### src/rtl/eth_tx_scheduler.sv
// Round-robin scheduler sharing one Ethernet transmitter among N_REQ frame sources.
// Optional statistics ports (frame_cnt, err_cnt) are added when TX_SCHED_STATS_EN is defined.
module eth_tx_scheduler #(
  parameter int N_REQ      = 4,
  parameter int IFG_CYCLES = 96,
  parameter int START_TMO  = 16,
  parameter int FRAME_TMO  = 65535,
  localparam int SEL_W     = $clog2(N_REQ)
) (
  input  logic                 clk_100_mhz,
  input  logic                 rst,
  input  logic [N_REQ-1:0]     req,
  input  logic [N_REQ*11-1:0]  req_count,
  input  logic [N_REQ-1:0]     req_fcs_calc,
  input  logic                 tx_busy,
  output logic [31:0]          signals,
  output logic [SEL_W-1:0]     sel,
  output logic [N_REQ-1:0]     grant,
  output logic [N_REQ-1:0]     done,
  output logic [N_REQ-1:0]     err
`ifdef TX_SCHED_STATS_EN
  ,
  output logic [31:0]          frame_cnt,
  output logic [15:0]          err_cnt
`endif
);

  typedef enum logic [2:0] {
    S_IDLE,
    S_ARB,
    S_START,
    S_WAIT_BUSY,
    S_WAIT_DONE,
    S_IFG
  } state_t;

  localparam logic [15:0] START_LIM = 16'(START_TMO - 1);
  localparam logic [15:0] FRAME_LIM = 16'(FRAME_TMO - 1);
  localparam logic [15:0] IFG_LIM   = 16'(IFG_CYCLES - 1);

  state_t              r_state;
  logic [SEL_W-1:0]    r_rr;
  logic [15:0]         r_cnt;
  logic [31:0]         r_signals;
  logic [SEL_W-1:0]    r_sel;
  logic [N_REQ-1:0]    r_grant;
  logic [N_REQ-1:0]    r_done;
  logic [N_REQ-1:0]    r_err;

  logic                w_found;
  logic [SEL_W-1:0]    w_winner;
  logic [SEL_W-1:0]    w_cand;
  logic [15:0]         w_cnt_inc;

  // Search starts at the rr pointer and wraps, so the first hit is the round-robin winner.
  always_comb begin
    // NOTE: every variable gets a default before the loop so no latch is inferred.
    w_found  = 1'b0;
    w_winner = '0;
    w_cand   = '0;
    for (int k = 0; k < N_REQ; k++) begin
      w_cand = SEL_W'((int'(r_rr) + k) % N_REQ);
      if (!w_found && req[w_cand]) begin
        w_found  = 1'b1;
        w_winner = w_cand;
      end
    end
  end

  assign w_cnt_inc = (r_cnt == 16'hFFFF) ? r_cnt : r_cnt + 16'd1;

  // NOTE: sequential state uses non-blocking assignments only, so every read sees the pre-edge value.
  always_ff @(posedge clk_100_mhz or posedge rst) begin
    if (rst) begin
      r_state   <= S_IDLE;
      r_rr      <= '0;
      r_cnt     <= '0;
      r_signals <= '0;
      r_sel     <= '0;
      r_grant   <= '0;
      r_done    <= '0;
      r_err     <= '0;
    end else begin
      r_done <= '0;
      r_err  <= '0;
      case (r_state)
        S_IDLE: begin
          if (|req) r_state <= S_ARB;
        end
        S_ARB: begin
          if (w_found) begin
            r_grant   <= N_REQ'(1) << w_winner;
            r_sel     <= w_winner;
            r_signals <= {19'd0, req_count[int'(w_winner)*11 +: 11], req_fcs_calc[w_winner], 1'b1};
            r_rr      <= (w_winner == SEL_W'(N_REQ - 1)) ? '0 : w_winner + 1'b1;
            r_state   <= S_START;
          end else begin
            r_state <= S_IDLE;
          end
        end
        S_START: begin
          r_signals[0] <= 1'b0;
          r_cnt        <= '0;
          r_state      <= S_WAIT_BUSY;
        end
        S_WAIT_BUSY: begin
          if (tx_busy) begin
            r_cnt   <= '0;
            r_state <= S_WAIT_DONE;
          end else if (r_cnt >= START_LIM) begin
            r_err     <= r_grant;
            r_signals <= '0;
            r_cnt     <= '0;
            r_state   <= S_IFG;
          end else begin
            r_cnt <= w_cnt_inc;
          end
        end
        S_WAIT_DONE: begin
          // Grant stays up for the pulse cycle and is dropped on the first IFG edge.
          if (!tx_busy) begin
            r_done    <= r_grant;
            r_signals <= '0;
            r_cnt     <= '0;
            r_state   <= S_IFG;
          end else if (r_cnt >= FRAME_LIM) begin
            r_err     <= r_grant;
            r_signals <= '0;
            r_cnt     <= '0;
            r_state   <= S_IFG;
          end else begin
            r_cnt <= w_cnt_inc;
          end
        end
        S_IFG: begin
          r_grant <= '0;
          r_sel   <= '0;
          if (tx_busy) begin
            r_cnt <= '0;
          end else if (r_cnt >= IFG_LIM) begin
            r_cnt   <= '0;
            r_state <= S_IDLE;
          end else begin
            r_cnt <= w_cnt_inc;
          end
        end
        default: r_state <= S_IDLE;
      endcase
    end
  end

  assign signals = r_signals;
  assign sel     = r_sel;
  assign grant   = r_grant;
  assign done    = r_done;
  assign err     = r_err;

`ifdef TX_SCHED_STATS_EN
  logic [31:0] r_frame_cnt;
  logic [15:0] r_err_cnt;

  // Frame count wraps naturally; error count saturates.
  always_ff @(posedge clk_100_mhz or posedge rst) begin
    if (rst) begin
      r_frame_cnt <= '0;
      r_err_cnt   <= '0;
    end else begin
      if (|r_done) r_frame_cnt <= r_frame_cnt + 32'd1;
      if (|r_err && r_err_cnt != 16'hFFFF) r_err_cnt <= r_err_cnt + 16'd1;
    end
  end

  assign frame_cnt = r_frame_cnt;
  assign err_cnt   = r_err_cnt;
`endif

endmodule

### config.mk
export PLATFORM = sky130hd
export DESIGN_NAME = eth_tx_scheduler
export DESIGN_NICKNAME = d
export VERILOG_FILES = /design/src/rtl/eth_tx_scheduler.sv
export SDC_FILE = /design/constraint.sdc
export NUM_CORES = 1
export LEC_CHECK = 0
export CORE_ASPECT_RATIO = 0.75
export CORE_MARGIN = 2
export CORE_UTILIZATION = 40
export CTS_BUF_LIST = sky130_fd_sc_hd__clkbuf_8
export CTS_CLUSTER_DIAMETER = 100
export DETAILED_ROUTE_END_ITERATION = 10
export PLACE_DENSITY = 0.67
export SYNTH_ARGS = -nofsm -noshare
export SYNTH_HDL_FRONTEND = slang
export SYNTH_SLANG_ARGS = --single-unit
### constraint.sdc
create_clock -name clk_100_mhz -period 3.6 [get_ports clk_100_mhz]
set_clock_uncertainty 0.2 [all_clocks]
set_input_delay 0.72 -clock clk_100_mhz [delete_from_list [all_inputs] [get_ports clk_100_mhz]]
set_output_delay 0.72 -clock clk_100_mhz [all_outputs]
set_load 0.02 [all_outputs]
==> impl_metrics.csv <==
group,metric,value,unit
pwr,pwr_density_cell,605.2,nW/um^2
clock_network,path_clk_slew,90,ps
clock_network,insertion_delay,310,ps
finish,regArea,1201,sq um
clock_network,clockRootBuffer,"clkbuf_8",
floorplan,die_h,79.21,um
critical_path,critPathRequiredTime,3590,ps
floorplan,io_pins,101,
finish,final_util,53.63,%
critical_path,reg2reg_setup_slack,660,ps
sta,min_period,2943,ps
global_routing,track_usage,18.68,%
flow_run,maxCapViolCount,0,
floorplan,initial_utilization,41.15,%
floorplan,rows,27,
critical_path,worstPathArrival,2930,ps
yosys,synth-seq-cells,48,
route,firstDrtPassIters,4,
finish,fill_cells,660,
place,port_buffers,81,
yosys,yosys-top-cells-count,"dfrtp_1, nand2_1, mux2i_1",
min_path,hp-class,"reg2reg",
global_routing,antenna_found_initial,0,
yosys,synth_area_leaders,"dfrtp_1, mux2i_1, nand2_1, buf_4, o221ai_1",
route,vias,2739,
route,drt-total-wl,7.744,mm
critical_path,r2r_end,"r_cnt[12]",
route,drt_iter0_markers,242,
clock_network,cts.sinks,48,
route,wl_per_cell,15.24,um
critical_path,critPathCaptureType,"flip-flop",
clock_network,tritoncts,"done",
clock_network,hold_buffers,0,
sta,hold_violations,0,
critical_path,rr_worst_depth,6,
yosys,synth-main-ff-cell,"dfrtp_1",
route,ant_nets,0,
yosys,synth_cells,333,
finish,final_nets,468,
yosys,yosys_warnings,0,
place,dp_hpwl,5.848,mm
clock_network,clk_path_buf_depth,2,
sta,rsz0062_at_grt,"no",
floorplan,die_area,8260,sq um
yosys,post-synth-top-count-cell,"dfrtp_1",
yosys,ys_async_sr_fraction,100.0,%
critical_path,critical_path_class,"reg2reg",
place,gp_congestion,0.8304,
min_path,hold_end,"signals[9]",
yosys,syn_avg_cell_area,9.059,sq um
critical_path,path_max_fanout,11,
route,avgViaCountPerCell,5.392,
min_path,hold_start,"signals[9]",
yosys,syn_area,3017,sq um
global_routing,grt_pass1_vias,2487,
finish,n_antenna_cell,0,
yosys,yosysSeqAreaShare,39.82,%
global_routing,grt_max_degree,49,
clock_network,cts_buffers,5,
pwr,ir_worst_vdd,344.4,uV
finish,drive_above_1_share,5.651,%
critical_path,r2r_start,"r_cnt[10]",
floorplan,core,7331,sq um
critical_path,worst_setup_path_start_kind,"flip-flop",
yosys,synth_top_area_cell,"dfrtp_1",
clock_network,postCtsSetupBuffers,0,
status,outcome,"completed",
pwr,p_leak,1.692,nW
clock_network,htree_num_levels,2,
sta,tightest_slew,1006,ps
yosys,synthDistinctLibCells,51,
finish,multi_input_area,1617,sq um
clock_network,cts_resized,0,
yosys,synth_edf_count,0,
sta,finalSetupTns,0,ps
finish,areaGrowthSynthToFinish,30.32,%
sta,slew_viol_final,0,
global_routing,grt_pass1_wl,12.61,mm
sta,finalCritPeriodShare,81.74,%
sta,setup_viol,0,
global_routing,overflow,0,
floorplan,die_w,104.3,um
yosys,synth_top_area_share,39.82,%
route,drc,0,
min_path,min_path_cells,2,
sta,fmax,0.3398,GHz
sta,max_slew_margin,32.84,%
[critical path, cell delays in order, from the launching register on]
cell,delay (ps)
dfrtp_1,440
or4_4,560
or4_4,520
nor4_4,300
or2_2,300
nand2b_1,150
o311ai_0,360
[logic make-up after synthesis]
group | share of synthesized area, %
AO/OA/AOI/OAI | 16.09
adder cells (fa/ha/maj) | 2.903
buffers and inverters | 8.917
flip-flops | 39.82
multiplexers | 8.959
other | 0.1243
AND/OR/NAND/NOR | 23.19
[per-stage QoR]
| stage | std cells | power, mW | instance area (sq um) | hold slack [ps] | setup WS (ps) |
|---|---|---|---|---|---|
| 3_3_place_gp | 500 | 1.954 | 3815 | 268.7 | 514.0 |
| 2_1_floorplan | 351 | 1.582 | 3084 | 274.1 | 916.9 |
| 3_5_place_dp | 500 | 1.977 | 3815 | 277.2 | 411.2 |
| 6_report | 508 | 2.379 | 3931 | 295.6 | 657.4 |
| 4_1_cts | 508 | 2.386 | 3931 | 303.0 | 649.7 |
| 5_1_grt | 508 | 2.552 | 3931 | 325.1 | 507.6 |
[power breakdown]
group	total [mW]	internal, mW	switching (mW)
clock	0.407	0.210	0.198
sequential	0.797	0.669	0.128
combinational	1.17	0.507	0.668
total	2.38	1.39	0.994
[placed cells by master, fill, tap and decap left out, types with 3 or more instances in the layout]
master / instances
o211ai_1: 3
o21ai_0: 16
conb_1: 19
o22a_1: 5
o221ai_1: 12
nand2b_1: 4
or2_2: 3
and2_1: 9
clkbuf_8: 5
clkdlybuf4s50_1: 81
nor2b_1: 3
mux2i_1: 27
dfrtp_1: 48
a21oi_1: 14
nor3_1: 4
nand4_1: 6
nand3_1: 17
or3_1: 3
nand3b_1: 3
nor4_1: 5
buf_4: 3
o311ai_0: 5
nor2_1: 16
or4_1: 5
inv_1: 9
nand2_1: 44
ha_1: 7
[registers in the layout, indices dropped and copies added, names as in the netlist]
name and count:
done 4, err 4, grant 4, r_cnt 16
r_rr 2, r_state 3, sel 2, signals 13
[layout make-up]
cell class	instances	area share [%]
clock inverters	3	1.209
clock buffers	5	1.750
well taps	101	3.215
flip-flops and latches	48	30.55
multi-input cells	257	41.12
inverters	10	0.9548
repair buffers	84	21.20
[routing by layer]
| metal | GRT usage (%) | vias up | routed length [um] |
|---|---|---|---|
| met1 | 29.39 | 1322 | 3913 |
| met5 | 0 | - | 0 |
| met2 | 26.41 | 83 | 3391 |
| li1 | - | 1329 | - |
| met3 | 3.120 | 5 | 384 |
| met4 | 4.054 | 0 | 55 |
[worst max path at each step]
stage | from | endpoint | slack [ps] | cells after the start
floorplan | req[2] | grant[0] | 920 | 8
global placement | tx_busy | r_cnt[14] | 510 | 6
detailed placement | tx_busy | r_cnt[8] | 410 | 6
CTS | r_cnt[10] | r_cnt[12] | 650 | 6
global route | r_cnt[10] | r_cnt[14] | 510 | 6
finish | r_cnt[10] | r_cnt[12] | 660 | 6
(Power assumes the default switching activity.)
